**src/rtl/iommu_reg_pkg.sv**
```systemverilog
// iommu_reg_pkg: shared IOMMU register-map constants and WSI cause-state type
package iommu_reg_pkg;
  localparam int CAUSE_CIP     = 0;
  localparam int CAUSE_FIP     = 1;
  localparam int CAUSE_PMIP    = 2;
  localparam int CAUSE_PIP     = 3;
  localparam int N_IPSR_CAUSES = 4;
  typedef enum logic [1:0] {WSI_IDLE, WSI_SET, WSI_ACTIVE} wsi_cause_state_e;
  function automatic int vec_w(input int n);
    return n > 1 ? $clog2(n) : 1;
  endfunction
endpackage

```
**src/rtl/iommu_wsi_cause_fsm.sv**
```systemverilog
// iommu_wsi_cause_fsm: rising-edge detect and ipsr set-request FSM for one interrupt cause
module iommu_wsi_cause_fsm
  import iommu_reg_pkg::*;
(
  input  logic clk_i,
  input  logic rst_ni,
  input  logic cond_i,
  input  logic ipsr_i,
  output logic set_o
);
  wsi_cause_state_e state_q, state_d;
  logic cond_q, armed_q, evt;
  // armed_q masks the first sampled cycle so a level already high at reset release is not an edge
  assign evt = cond_i & ~cond_q & armed_q;
  assign set_o = state_q == WSI_SET;
  always_ff @(posedge clk_i or negedge rst_ni) begin
    if (!rst_ni) begin
      state_q <= WSI_IDLE;
      cond_q  <= 1'b0;
      armed_q <= 1'b0;
    end else begin
      state_q <= state_d;
      cond_q  <= cond_i;
      armed_q <= 1'b1;
    end
  end
  always_comb begin
    state_d = state_q;
    unique case (state_q)
      WSI_IDLE:   state_d = (evt & ~ipsr_i) ? WSI_SET : (evt | ipsr_i) ? WSI_ACTIVE : WSI_IDLE;
      WSI_SET:    state_d = ipsr_i ? WSI_ACTIVE : WSI_SET;
      WSI_ACTIVE: state_d = ipsr_i ? WSI_ACTIVE : evt ? WSI_SET : WSI_IDLE;
      default:    state_d = WSI_IDLE;
    endcase
  end
endmodule

```
**src/rtl/iommu_wsi_ig.sv**
```systemverilog
// iommu_wsi_ig: turns CQ/FQ/HPM/PQ events into ipsr set requests and drives icvec-mapped WSI wires
module iommu_wsi_ig
  import iommu_reg_pkg::*;
#(
  parameter int N_INT_VEC = 16,
  parameter int N_CAUSES  = N_IPSR_CAUSES,
  parameter int VEC_W     = vec_w(N_INT_VEC)
) (
  input  logic                  clk_i,
  input  logic                  rst_ni,
  input  logic                  wsi_en_i,
  input  logic                  cq_evt_i,
  input  logic                  cie_i,
  input  logic                  fq_evt_i,
  input  logic                  fie_i,
  input  logic                  pm_evt_i,
  input  logic                  pq_evt_i,
  input  logic [N_CAUSES-1:0]   ipsr_q_i,
  input  logic [4*N_CAUSES-1:0] icvec_i,
  output logic [N_CAUSES-1:0]   ipsr_set_o,
  output logic [N_INT_VEC-1:0]  wsi_o
);
  logic [N_CAUSES-1:0] cond;
  logic [N_INT_VEC-1:0] wsi_d;
  assign cond = {pq_evt_i, pm_evt_i, fq_evt_i & fie_i, cq_evt_i & cie_i};
  for (genvar c = 0; c < N_CAUSES; c++) begin : g_cause
    iommu_wsi_cause_fsm u_fsm (
      .clk_i  (clk_i),
      .rst_ni (rst_ni),
      .cond_i (cond[c]),
      .ipsr_i (ipsr_q_i[c]),
      .set_o  (ipsr_set_o[c])
    );
  end
  // only the low VEC_W bits of each icvec field select a wire; the rest are WARL in the regmap
  always_comb begin
    wsi_d = '0;
    for (int v = 0; v < N_INT_VEC; v++)
      for (int i = 0; i < N_CAUSES; i++)
        wsi_d[v] = wsi_d[v] | (ipsr_q_i[i] & (icvec_i[4*i +: VEC_W] == VEC_W'(v)));
    wsi_d = wsi_en_i ? wsi_d : '0;
  end
  always_ff @(posedge clk_i or negedge rst_ni) begin
    if (!rst_ni) wsi_o <= '0;
    else wsi_o <= wsi_d;
  end
endmodule

```
**config.mk**
```make
export PLATFORM = sky130hd
export DESIGN_NAME = iommu_wsi_ig
export DESIGN_NICKNAME = d
export VERILOG_FILES = /design/src/rtl/iommu_reg_pkg.sv /design/src/rtl/iommu_wsi_cause_fsm.sv /design/src/rtl/iommu_wsi_ig.sv
export SDC_FILE = /design/constraint.sdc
export NUM_CORES = 1
export LEC_CHECK = 0
export BUFFER_PORTS_ARGS = -buffer_cell sky130_fd_sc_hd__buf_4
export CORE_ASPECT_RATIO = 0.75
export CORE_UTILIZATION = 25
export DETAILED_ROUTE_END_ITERATION = 16
export PLACE_DENSITY = 0.58
export SLEW_MARGIN = 20
export SYNTH_ARGS = -nofsm -noshare
export SYNTH_HDL_FRONTEND = slang
export SYNTH_SLANG_ARGS = --single-unit
```
**constraint.sdc**
```tcl
create_clock -name clk_i -period 0.9 [get_ports clk_i]
set_input_delay 0.18 -clock clk_i [delete_from_list [all_inputs] [get_ports clk_i]]
set_output_delay 0.18 -clock clk_i [all_outputs]
set_load 0.05 [all_outputs]
```
-- Word-level counts from Yosys, hierarchy flattened
Index checks and enable logic that the tools add are counted.
- flip-flop bits (word level): 29
- output and inout bits: 20
- eq/ne operators: 68
- multiplexer cells: 25
- bitwise gates (word level): 138
- reduce and logical (&&, ||, !) cells: 8
- operators by type and width (cell ; number):
    == test 4 bit (second input constant) ; 32
    bitwise AND 1 bit ; 78
    == test 4 x 3 -> 1 bit (second input constant) ; 16
    bitwise OR 1 bit ; 52
    == test 4 x 2 -> 1 bit (second input constant) ; 8
    two-way mux 2 bit ; 16
    case mux 2 bit (3 select lines) ; 4
    == test 4 x 1 -> 1 bit (second input constant) ; 4
    zero test 4 bit ; 4
    two-way mux 16 bit ; 1
    == test 2 x 1 -> 1 bit (second input constant) ; 4
    == test 2 bit (second input constant) ; 4
    zero test 2 bit ; 4
    inverter 1 bit ; 8
    two-way mux 1 bit ; 4

-- Logic depth before layout (Yosys ltp)
Gate-level depths: netlist of run 1.
- depth in word-level cells: 7
- depth in mapped cells: 3
- gate-level depth less buffers: 3

-- Modules after synthesis
Synthesis of run 1 repeated with hierarchy kept, for this count alone.
- cells, all modules: 136
- area total of the unflattened synthesis: 1520.2 µm²
- modules (own cells, without submodules) (module ; times used ; cells an instance ; area each (µm²)):
    iommu_wsi_ig ; 1 ; 100 ; 954.7
    iommu_wsi_cause_fsm ; 4 ; 9 ; 141.4

-- Worst setup path after synthesis of run 1
OpenSTA, ideal clock, no wires.
- path type: input to register
- from: input icvec_i[12]
- to: register wsi_o[0]
- setup time: 65 ps
- arrival time: 877 ps
- setup slack: -41 ps
- stages on the path: 3
- buffers on the path: 0
- cell sequence: or3b_1 o22ai_1 o21a_1
- cells in the longest elaborated chain, start to end: 4
- ends and longest elaborated chain (item ; RTL line ; source):
    from (decl) ; iommu_wsi_ig.sv:19 ; input logic [4*N_CAUSES-1:0] icvec_i,
    zero test 4 bit ; iommu_wsi_ig.sv:40 ; wsi_d[v] = wsi_d[v] | (ipsr_q_i[i] & (icvec_i[4*i +: VEC_W] == VEC_W'(v)));
    bitwise AND 1 bit ; iommu_wsi_ig.sv:40 ;
    bitwise OR 1 bit ; iommu_wsi_ig.sv:40 ;
    two-way mux 16 bit ; iommu_wsi_ig.sv:41 ; wsi_d = wsi_en_i ? wsi_d : '0;
    via wsi_d[0] ; iommu_wsi_ig.sv:24 ; logic [N_INT_VEC-1:0] wsi_d;
    to (signal assigned) ; iommu_wsi_ig.sv:45 ; else wsi_o <= wsi_d;
    to (decl) ; iommu_wsi_ig.sv:21 ; output logic [N_INT_VEC-1:0] wsi_o
The timed path passes the listed nets, and every way through them passes these cells.

-- Final worst setup path of run 1
- from: register g_cause[1].u_fsm.state_q[1]
- to: output ipsr_set_o[1]
- cells in the longest elaborated chain, start to end: 1
- ends and longest elaborated chain (item ; RTL line ; source):
    from (decl) ; iommu_wsi_cause_fsm.sv:11 ; wsi_cause_state_e state_q, state_d;
    from (signal assigned) ; iommu_wsi_cause_fsm.sv:22 ; state_q <= state_d;
    == test 2 x 1 -> 1 bit ; iommu_wsi_cause_fsm.sv:15 ; assign set_o = state_q == WSI_SET;
    to (decl) ; iommu_wsi_ig.sv:20 ; output logic [N_CAUSES-1:0] ipsr_set_o,
No other way between the ends.

==> results.txt, run 1 <==
Placed Cells -> 269
Slew Limit Fails -> 0
Total CTS buffers -> 5
Core area -> 5439 sq um
Area contributors post-synth -> dfrtp_1 51%, o22ai_1 14%, o21a_1 8.4%, nand3b_1 4.2%, nand2b_1 3.9%
Synth top cells by count -> 32 x o22ai_1, 29 x dfrtp_1, 16 x o21a_1, 9 x nand2b_1, 8 x nand3b_1
Gp weighted congestion -> 0.8822
First-pass iteration count of the detailed router -> 4
Largest net degree at the start of global routing -> 30
Diode count -> 0
Deepest clock path buffer count -> 2
IO Pins -> 49
Met3 Use GR -> 4.279%
Yosys top cell by area -> dfrtp_1
Final worst slack -> -0.2719 ns
Count leader, synth -> o22ai_1
First-pass GRT wire length -> 5892 um
Via Count -> 1,351
Crit end category -> output pin
Die outline width -> 89.49 um
H-tree levels -> 2
Crit Path Category -> flop to output pin
Grt ovf -> 0
Primary FF master, synth -> dfrtp_1
Area share of the largest cell type after synthesis -> 50.57%
GR met2 Demand/Resource -> 19.47%
Vias in the first global route -> 1,229
DR WL/cell -> 14.32 um
Reg clk slew, reported paths -> 0.06 ns
Share of layout cells above drive strength 1 -> 41.18%
Hpwl dp -> 3194 um
Synthesis Warnings -> 0
Finished Layout Cells -> 279
Min Tclk post-route -> 1.172 ns
Area delta synth->final -> 52.48%
Async SR Flop Fraction -> 100.0%
Die Area -> 6051 sq um
RSZ-0062 raised after global routing -> yes
Final WL -> 3995 um
Flops & latches, synth -> 29
Starting Density -> 26.39%
Class of the worst hold path -> primary input to flop
Fill count -> 544
Initial antenna violation count -> 0
Die Ht -> 67.62 um
CTS tree -> yes
Cell variety after synth -> 21
Mean post-synth cell area -> 10.25 sq um
Max FO, Critical Path -> 2
Post-synth EDFFs -> 0
Pwr dens -> 1447 nW/um^2
Status -> finished, violations left
ANT nets after route -> 0
Area after DPL -> 1949 sq um
Nets -> 232
I/O Buffers -> 48
Mapped cell area -> 1435 sq um
Number of DRC markers in iteration 0 -> 117
Total GRT Usage -> 13.86%
FMAX -> 0.8533 GHz
Gate Count Post-Synth -> 140
Sink Count -> 29
Worst-case vdd ir drop -> 0.4255 mV
CTS Root Cell -> clkbuf_8
Post-DR vias/cell -> 4.842
Critical Path Source Type -> flop
Global Route met1 Usage -> 20.15%
Failing checks -> negative setup slack
Worst slack at placement -> -0.2484 ns
Top Usage Layer GRT -> met1
Max_cap viols -> 0
CP arrival -> 0.99 ns
Drt drc -> 0
Util after Layout -> 40.23%
Worst skew pair latency -> 0.28 ns
Fin Clk Skew -> 0.003810 ns
Final period util -> 130.2%
Syn nets -> 169
LEAKAGE -> 0.9760 nW
Sequential share of the synthesized area -> 50.57%
Final Hold Vio Count -> 0
Final count of negative-setup-slack endpoints -> 20
Core Rows -> 23
Design area -> 2188 sq um
Critical Path RT -> 0.72 ns
sequential cells by signal, indices dropped and copies added (netlist names):
register,cells
g_cause.u_fsm.state_q,8
wsi_o,16
g_cause.u_fsm.cond_q,4
g_cause.u_fsm.armed_q,1
placed cells by master, fill, tap and decap left out, types with 6 or more instances in the layout:
master,count
o22ai_1,32
buf_6,16
nand2b_1,7
nand3_1,6
clkbuf_8,7
o21a_1,16
buf_4,41
dfrtp_1,29
nand3b_1,8
nor2_1,6
layout make-up:
type	instances	area (sq um)	area share, %
clock buffers	7	96.34	4.403
clock inverters	1	5.005	0.2287
inverters	2	7.507	0.3431
multi-input cells	103	701.9	32.08
flip-flops and latches	29	725.7	33.16
well taps	75	93.84	4.288
repair buffers	62	558.0	25.50
final timing paths:
check / start / endpoint / slack, ns / cells past startpoint
min reg2reg: g_cause[0].u_fsm.state_q[1]$_DFF_PN0_ / g_cause[0].u_fsm.state_q[1]$_DFF_PN0_ / 0.46 / 1
max in group asynchronous: rst_ni / wsi_o[6]$_DFF_PN0_ / 0.25 / 2
min in group asynchronous: rst_ni / g_cause[3].u_fsm.state_q[1]$_DFF_PN0_ / 0.37 / 2
min: pm_evt_i / g_cause[2].u_fsm.cond_q$_DFF_PN0_ / 0.01 / 1
max: g_cause[1].u_fsm.state_q[1]$_DFF_PN0_ / ipsr_set_o[1] / -0.27 / 3
max reg2reg: g_cause[2].u_fsm.state_q[0]$_DFF_PN0_ / g_cause[2].u_fsm.state_q[0]$_DFF_PN0_ / 0.03 / 3
metrics by stage:
stage / power [mW] / setup TNS [ns] / hold WS, ns
floorplan: 1.696 / -0.01048 / -0.1156
global placement: 1.975 / -2.653 / 0.1258
detailed placement: 1.982 / -2.758 / 0.1248
CTS: 3.197 / -2.717 / 0.005206
global route: 3.301 / -3.107 / 0.002049
finish: 3.166 / -2.529 / 0.01044
layer usage:
layer,vias up,share of wire [%]
li1,650,-
met4,0,0.30
met5,-,0
met3,4,8.7
met2,68,42
met1,629,49
what timing repair did:
item | 4_1_cts | 5_1_grt
cloned | 0 | 0
resized for setup | 30 | 2
buffers inserted | 0 | 1
hold endpoints to repair | 29 | 0
setup endpoints to repair | 20 | 22
hold buffers | 1 | 0
pin swaps | 0 | 1
cells by family after synthesis:
kind of cell    after synthesis  synth area share [%]
compound gates               54                 25.11
simple gates                 48                 20.92
flops                        29                 50.57
buf+inv                       8                 3.139
other cells                   1                0.2613
worst max-delay path, cell delays in order (launching register included):
cell and delay, ns:
dfrtp_1 0.38, nand2b_4 0.15, inv_2 0.06, buf_8 0.13
power by group:
part	switching (mW)	leakage [nW]	internal (mW)	total, mW
Sequential	0.0340	0.382	1.36	1.39
Clock	0.474	0.0542	0.689	1.16
Combinational	0.326	0.540	0.284	0.610
Power figures use the tool's default switching activity.
==> inputs of run 2 (changes only) <==
--- a/config.mk
+++ b/config.mk
@@ -6,6 +6,7 @@
 export NUM_CORES = 1
 export LEC_CHECK = 0
 export BUFFER_PORTS_ARGS = -buffer_cell sky130_fd_sc_hd__buf_4
+export CAP_MARGIN = 40
 export CORE_ASPECT_RATIO = 0.75
 export CORE_UTILIZATION = 25
 export DETAILED_ROUTE_END_ITERATION = 16
==> constraint.sdc (replaced) <==
create_clock -name clk_i -period 1.3 [get_ports clk_i]
set_input_delay 0.26 -clock clk_i [delete_from_list [all_inputs] [get_ports clk_i]]
set_output_delay 0.26 -clock clk_i [all_outputs]
set_load 0.05 [all_outputs]
==> results.txt, run 2 (synthesized netlist as in run 1, its figures left out) <==
Sequential share of power -> 46.4% (was 44.0%)
First-pass iteration count of the detailed router -> 5 (was 4)
CP delay by family, top -> flip-flops (unchanged)
Die outline width -> 89.49 um (unchanged)
Status -> finished clean (was finished, violations left)
Met3 Use GR -> 4.645% (was 4.279%)
Worst Reg-to-Reg Cells -> 3 (unchanged)
CTS Root Cell -> clkbuf_8 (unchanged)
Fill count -> 557 (was 544)
GR met2 Demand/Resource -> 17.56% (was 19.47%)
I/O Buffers -> 48 (unchanged)
R2R Path Start -> g_cause[3].u_fsm.armed_q$_DFF_PN0_ (was g_cause[2].u_fsm.state_q[0]$_DFF_PN0_)
Worst r2r dst -> g_cause[3].u_fsm.state_q[0]$_DFF_PN0_ (was g_cause[2].u_fsm.state_q[0]$_DFF_PN0_)
Final count of negative-setup-slack endpoints -> 0 (was 20)
Slack of the worst reg-to-reg path -> 0.41 ns (was 0.03 ns)
Min Tclk post-route -> 1.253 ns
Die Ht -> 67.62 um (unchanged)
Largest net degree at the start of global routing -> 30 (unchanged)
Gp weighted congestion -> 0.8332 (was 0.8822)
Crit Path Category -> flop to output pin (unchanged)
Reg clk slew, reported paths -> 0.06 ns (about the same)
Final Hold Vio Count -> 0 (unchanged)
Critical path capture point -> ipsr_set_o[1] (unchanged)
Placed Cells -> 257 (was 269)
Hpwl dp -> 2922 um (was 3194 um)
FMAX -> 0.7981 GHz
Internal power -> 1.516 mW (was 2.331 mW)
Worst path bufs/invs -> 2 (unchanged)
Grt ovf -> 0 (unchanged)
Slowest CP cell -> dfrtp_1 (unchanged)
Class of the worst hold path -> primary input to flop (unchanged)
Most frequent cells in the layout -> 44 x buf_4, 32 x o22ai_1, 29 x dfrtp_1, 16 x o21a_1, 8 x nand3b_1 (was 41 x buf_4, 32 x o22ai_1, 29 x dfrtp_1, 16 x o21a_1, 16 x buf_6)
Logic pwr share -> 18.1% (was 19.3%)
Critical Path, Cell by Cell -> nand2b_4, inv_2, buf_8 (unchanged)
Max_cap viols -> 0 (unchanged)
Clock Power Share -> 35.5% (was 36.8%)
Share of layout cells above drive strength 1 -> 34.74% (was 41.18%)
Max FO, Critical Path -> 2 (unchanged)
Post-DR vias/cell -> 4.902 (was 4.842)
Slew Limit Fails -> 0 (unchanged)
Levels on crit path -> 3 (unchanged)
CTS tree -> yes (unchanged)
Nets -> 219 (was 232)
IO Pins -> 49 (unchanged)
Vias in the first global route -> 1,206 (was 1,229)
ANT nets after route -> 0 (unchanged)
Fin Clk Skew -> 0.003262 ns (was 0.003810 ns)
Via Count -> 1,299 (was 1,351)
Final WL -> 3730 um (was 3995 um)
H-tree levels -> 2 (unchanged)
Finished Layout Cells -> 265 (was 279)
First-pass GRT wire length -> 6065 um (was 5892 um)
Top Usage Layer GRT -> met1 (unchanged)
Post-CTS Setup Inserts -> 0 (unchanged)
Number of DRC markers in iteration 0 -> 134 (was 117)
Core Rows -> 23 (unchanged)
Core area -> 5439 sq um (unchanged)
Starting Density -> 26.39% (unchanged)
CP arrival -> 0.99 ns (about the same)
Largest Register -> wsi_o (unchanged)
Util after Layout -> 36.71% (was 40.23%)
Worst skew pair latency -> 0.28 ns (about the same)
Flip-flop count of the largest register after layout -> 16 (unchanged)
Pwr dens -> 1036 nW/um^2 (was 1447 nW/um^2)
Total CTS buffers -> 5 (unchanged)
Sw Pwr -> 552.3 uW (was 834.7 uW)
Deepest clock path buffer count -> 2 (unchanged)
Largest regs -> wsi_o x16, g_cause.u_fsm.state_q x8, g_cause.u_fsm.cond_q x4 (unchanged)
Switching Share -> 26.70% (was 26.37%)
Area delta synth->final -> 39.15% (was 52.48%)
Diode count -> 0 (unchanged)
Worst-case vdd ir drop -> 0.3425 mV (was 0.4255 mV)
Drt drc -> 0 (unchanged)
Final period util -> 96.39%
Crit end category -> output pin (unchanged)
CP Launch Point -> g_cause[1].u_fsm.state_q[1]$_DFF_PN0_ (unchanged)
DR WL/cell -> 14.08 um (was 14.32 um)
Critical Path Source Type -> flop (unchanged)
Critical Path RT -> 1.04 ns (was 0.72 ns)
Total GRT Usage -> 14.07% (was 13.86%)
Initial antenna violation count -> 0 (unchanged)
RSZ-0062 raised after global routing -> yes (unchanged)
Sink Count -> 29 (unchanged)
Critical path's largest stage delay -> 0.38 ns (about the same)
LEAKAGE -> 0.8867 nW (was 0.9760 nW)
Die Area -> 6051 sq um (unchanged)
Global Route met1 Usage -> 21.58% (was 20.15%)
Commonest non-fill, non-tap cell in the layout -> buf_4 (unchanged)
## run 2: cell types whose count changed in the layout (fill, tap and decap cells not counted), moves of 3 or more
| cell | change |
|---|---|
| buf_6 | -13 |
| buf_4 | +3 |
| buf_8 | -3 |
| or3b_1 | +3 |
| or3b_4 | -3 |
## run 2: area by class of cell
cell class | count | area [sq um] | area share [%]
well taps | 75 | 93.84 | 4.699
multi-input cells | 103 | 694.4 | 34.77
inverters | 2 | 7.507 | 0.3759
clock buffers | 7 | 86.33 | 4.323
flip-flops and latches | 29 | 725.7 | 36.34
repair buffers | 49 | 389.1 | 19.49
## run 2: worst min path at each step
stage                     depth (start not counted)                                     to  slack, ns      from
after detailed placement                          1      g_cause[3].u_fsm.cond_q$_DFF_PN0_       0.21    rst_ni
after CTS                                         1      g_cause[3].u_fsm.cond_q$_DFF_PN0_       0.08  pq_evt_i
after floorplan                                   0      g_cause[0].u_fsm.cond_q$_DFF_PN0_      -0.04    rst_ni
after global placement                            1  g_cause[2].u_fsm.state_q[1]$_DFF_PN0_       0.21    rst_ni
after global routing                              1      g_cause[3].u_fsm.cond_q$_DFF_PN0_       0.08  pq_evt_i
final                                             1      g_cause[3].u_fsm.cond_q$_DFF_PN0_       0.09  pq_evt_i
## run 2: worst reg2reg max path, delay by kind of cell (launching register included)
kind	cells	cell delay [ns]
flops	1	0.43
simple gates	3	0.39
## run 2: metrics by stage
step	TNS [ns]	worst slack (ns)	total power [mW]	hold WS, ns	cell area [sq um]
6_report	0	0.04698	2.069	0.09196	1997
5_1_grt	-0.001190	-0.001190	2.190	0.08255	1997
4_1_cts	0	0.0003680	2.087	0.08421	1976
3_5_place_dp	0	0.03955	1.338	0.2103	1852
3_3_place_gp	0	0.03024	1.336	0.2098	1852
2_1_floorplan	0	0.2785	1.171	-0.03559	1435
## run 2: power groups by stage
| stage | Clock [mW] | Sequential (mW) | Combinational [mW] |
|---|---|---|---|
| 2_1_floorplan | 0 | 1.03 | 0.140 |
| 3_3_place_gp | 0 | 0.972 | 0.364 |
| 3_5_place_dp | 0 | 0.973 | 0.366 |
| 4_1_cts | 0.756 | 0.958 | 0.373 |
| 5_1_grt | 0.816 | 0.964 | 0.409 |
| 6_report | 0.735 | 0.960 | 0.374 |
## run 2: routing by layer
layer  share of wire, %  wire length [um]
met1                 51              1911
met2                 38              1434
met3                9.2               342
met4                1.1                42
met5                  0                 0
## run 2: what timing repair did
action / 4_1_cts / 5_1_grt
gates resized for setup: 7 / 6
endpoints found under the hold margin: 29 / 0
endpoints found under the setup margin: 4 / 4
hold buffers: 1 / 0
==> inputs of run 3 (changes only) <==
--- a/config.mk
+++ b/config.mk
@@ -5,12 +5,13 @@
 export SDC_FILE = /design/constraint.sdc
 export NUM_CORES = 1
 export LEC_CHECK = 0
+export ABC_AREA = 1
 export BUFFER_PORTS_ARGS = -buffer_cell sky130_fd_sc_hd__buf_4
 export CAP_MARGIN = 40
 export CORE_ASPECT_RATIO = 0.75
 export CORE_UTILIZATION = 25
 export DETAILED_ROUTE_END_ITERATION = 16
-export PLACE_DENSITY = 0.58
+export PLACE_DENSITY = 0.56
 export SLEW_MARGIN = 20
 export SYNTH_ARGS = -nofsm -noshare
 export SYNTH_HDL_FRONTEND = slang
==> results.txt, run 3 <==
Status -> finished clean (unchanged)
Largest regs -> wsi_o x16, g_cause.u_fsm.state_q x8, g_cause.u_fsm.cond_q x4 (unchanged)
Final period util -> 95.68% (was 96.39%)
Critical Path RT -> 1.04 ns (about the same)
Die outline width -> 97.51 um (was 89.49 um)
Final WL -> 4552 um (was 3730 um)
Diode count -> 0 (unchanged)
Commonest non-fill, non-tap cell in the layout -> nand2_1 (was buf_4)
ANT nets after route -> 0 (unchanged)
Area fraction in and, or, nand and nor cells after synthesis -> 44.92% (was 20.92%)
Flip-flop count of the largest register after layout -> 16 (unchanged)
Final Hold Vio Count -> 0 (unchanged)
CTS tree -> yes (unchanged)
Met2 routed WL -> 1855 um (was 1434 um)
I/O Buffers -> 48 (unchanged)
Grt ovf -> 0 (unchanged)
CP arrival -> 0.98 ns (was 0.99 ns)
Synth top cells by count -> 80 x nand2_1, 60 x nor2_1, 32 x nand3_1, 29 x dfrtp_1, 25 x inv_1 (was 32 x o22ai_1, 29 x dfrtp_1, 16 x o21a_1, 9 x nand2b_1, 8 x nand3b_1)
Final count of negative-setup-slack endpoints -> 0 (unchanged)
Die Ht -> 73.63 um (was 67.62 um)
Synthesis Warnings -> 0 (unchanged)
H-tree levels -> 2 (unchanged)
Fin Clk Skew -> 0.001334 ns (was 0.003262 ns)
Power consumption -> 2.195 mW (was 2.069 mW)
Share of layout cells above drive strength 1 -> 23.78% (was 34.74%)
Total CTS buffers -> 5 (unchanged)
Async SR Flop Fraction -> 100.0% (unchanged)
Total GRT Usage -> 13.82% (was 14.07%)
Die Area -> 7180 sq um (was 6051 sq um)
Area contributors post-synth -> dfrtp_1 42%, nand2_1 18%, nor2_1 13%, nand3_1 9.4%, inv_1 5.5% (was dfrtp_1 51%, o22ai_1 14%, o21a_1 8.4%, nand3b_1 4.2%, nand2b_1 3.9%)
Reg clk slew, reported paths -> 0.06 ns (about the same)
Starting Density -> 26.54% (was 26.39%)
Core Rows -> 25 (was 23)
Area delta synth->final -> 30.94% (was 39.15%)
Initial antenna violation count -> 0 (unchanged)
LEAKAGE -> 1.278 nW (was 0.8867 nW)
Util after Layout -> 34.76% (was 36.71%)
Met1 wire length -> 2377 um (was 1911 um)
Nets -> 335 (was 219)
Number of DRC markers in iteration 0 -> 70 (was 134)
Area after DPL -> 2110 sq um (was 1852 sq um)
Sequential share of the synthesized area -> 42.43% (was 50.57%)
Max_cap viols -> 0 (unchanged)
Gp weighted congestion -> 0.8848 (was 0.8332)
Mapped cell area -> 1710 sq um (was 1435 sq um)
Vias in the first global route -> 1,581 (was 1,206)
Gate Count Post-Synth -> 258 (was 140)
Largest net degree at the start of global routing -> 30 (unchanged)
Min Hold Slack -> 0.1073 ns (was 0.09196 ns)
Deepest clock path buffer count -> 2 (unchanged)
Synth Area in Compound Gates -> 2.195% (was 25.11%)
FMAX -> 0.8039 GHz (was 0.7981 GHz)
Max layer used -> met4 (unchanged)
Primary FF master, synth -> dfrtp_1 (unchanged)
Class of the worst hold path -> primary input to flop (unchanged)
Drt drc -> 0 (unchanged)
Syn nets -> 287 (was 169)
Post-synthesis mux area share -> 0% (unchanged)
Cell variety after synth -> 16 (was 21)
Slew Limit Fails -> 0 (unchanged)
Mean post-synth cell area -> 6.629 sq um (was 10.25 sq um)
DR WL/cell -> 11.73 um (was 14.08 um)
CTS Root Cell -> clkbuf_8 (unchanged)
Core area -> 6444 sq um (was 5439 sq um)
Post-DR vias/cell -> 4.198 (was 4.902)
IO Pins -> 49 (unchanged)
Min Tclk post-route -> 1.244 ns (was 1.253 ns)
Flops & latches, synth -> 29 (unchanged)
Crit end category -> output pin (unchanged)
Design area -> 2240 sq um (was 1997 sq um)
Most frequent cells in the layout -> 80 x nand2_1, 57 x nor2_1, 46 x buf_4, 32 x nand3_1, 29 x dfrtp_1 (was 44 x buf_4, 32 x o22ai_1, 29 x dfrtp_1, 16 x o21a_1, 8 x nand3b_1)
Worst skew pair latency -> 0.27 ns (was 0.28 ns)
Via Count -> 1,629 (was 1,299)
Yosys top cell by area -> dfrtp_1 (unchanged)
Post-Synth Adder-Cell Area -> 0% (unchanged)
Worst-case vdd ir drop -> 0.4093 mV (was 0.3425 mV)
Max FO, Critical Path -> 3 (was 2)
Xor/xnor share of the synthesized area -> 0% (unchanged)
First-pass iteration count of the detailed router -> 4 (was 5)
First-pass GRT wire length -> 7707 um (was 6065 um)
Hpwl dp -> 3652 um (was 2922 um)
Setup TNS -> 0 ns (unchanged)
Sink Count -> 29 (unchanged)
Post-synth EDFFs -> 0 (unchanged)
Count leader, synth -> nand2_1 (was o22ai_1)
Largest Register -> wsi_o (unchanged)
Area share of the largest cell type after synthesis -> 42.43% (was 50.57%)
Crit Path Category -> flop to output pin (unchanged)
Metal3 WL -> 305 um (was 342 um)
Critical Path Source Type -> flop (unchanged)
Post-CTS Setup Inserts -> 0 (unchanged)
RSZ-0062 raised after global routing -> no (was yes)
Main combinational cell family by area after synthesis -> simple AND/OR/NAND/NOR gates (was compound AO/OA/AOI/OAI gates)
Pwr dens -> 980.1 nW/um^2 (was 1036 nW/um^2)
[run 3: cell count changes in the layout (fill, tap and decap cells not counted), sizes merged, moves of 4 or more]
cell,previous run,this run
a21boi,4,0
nand2,4,83
or2,4,0
inv,2,28
a21oi,2,6
or3b,4,0
o21a,16,0
nand3b,8,2
o22ai,32,0
nand2b,9,0
nor2,6,67
nand3,6,32
[run 3: worst max-delay path, cell delays in order, from the launching register on]
cell     delay, ns
dfrtp_1       0.36
inv_1         0.06
nor2_1        0.09
buf_4         0.20
[run 3: logic make-up after synthesis]
| group | after synthesis |
|---|---|
| AO/OA/AOI/OAI | 7 |
| flip-flops | 29 |
| other | 1 |
| AND/OR/NAND/NOR | 184 |
| buffers and inverters | 37 |
[run 3: power breakdown]
group	switching (mW)	leakage [nW]	internal [mW]
sequential	0.0199	0.382	0.942
clock	0.332	0.0542	0.478
combinational	0.279	0.842	0.144
total	0.631	1.28	1.56
[run 3: timing repair]
| item | 4_1_cts | 5_1_grt |
|---|---|---|
| hold buffers | 1 | 0 |
| resized for setup | 0 | 6 |
| endpoints found under the hold margin | 29 | 0 |
| endpoints found under the setup margin | 0 | 3 |
[run 3: area by class of cell]
| cell class | instances | area [sq um] |
|---|---|---|
| clock buffer | 7 | 96.34 |
| clock inverter | 1 | 5.005 |
| fill | 708 | 4204 |
| inverter | 28 | 105.1 |
| multi-input combinational | 192 | 817.0 |
| sequential | 29 | 725.7 |
| tap | 81 | 101.3 |
| timing repair buffer | 50 | 389.1 |
[run 3: worst paths after layout]
path,from,end,slack (ns),cells past startpoint
worst max-delay path,g_cause[3].u_fsm.state_q[0]$_DFF_PN0_,ipsr_set_o[3],0.06,3
worst min-delay path,pq_evt_i,g_cause[3].u_fsm.cond_q$_DFF_PN0_,0.11,1
worst max register to register,g_cause[3].u_fsm.armed_q$_DFF_PN0_,g_cause[2].u_fsm.state_q[0]$_DFF_PN0_,0.47,2
worst min register to register,g_cause[1].u_fsm.state_q[0]$_DFF_PN0_,g_cause[1].u_fsm.state_q[1]$_DFF_PN0_,0.46,1
max in group asynchronous,rst_ni,wsi_o[3]$_DFF_PN0_,0.57,2
min in group asynchronous,rst_ni,wsi_o[9]$_DFF_PN0_,0.44,2
[run 3: stage by stage]
stage                     worst slack, ns  std cells
after floorplan                    0.3866        258
after global placement             0.1693        379
after detailed placement           0.1913        379
after CTS                         0.03227        388
after global routing              0.01174        388
final                             0.05611        388
[run 3: per-layer routing]
| metal | vias up | track usage, % |
|---|---|---|
| li1 | 874 | - |
| met1 | 695 | 19.92 |
| met2 | 58 | 19.74 |
| met3 | 2 | 4.757 |
| met4 | 0 | 3.268 |
| met5 | - | 0 |
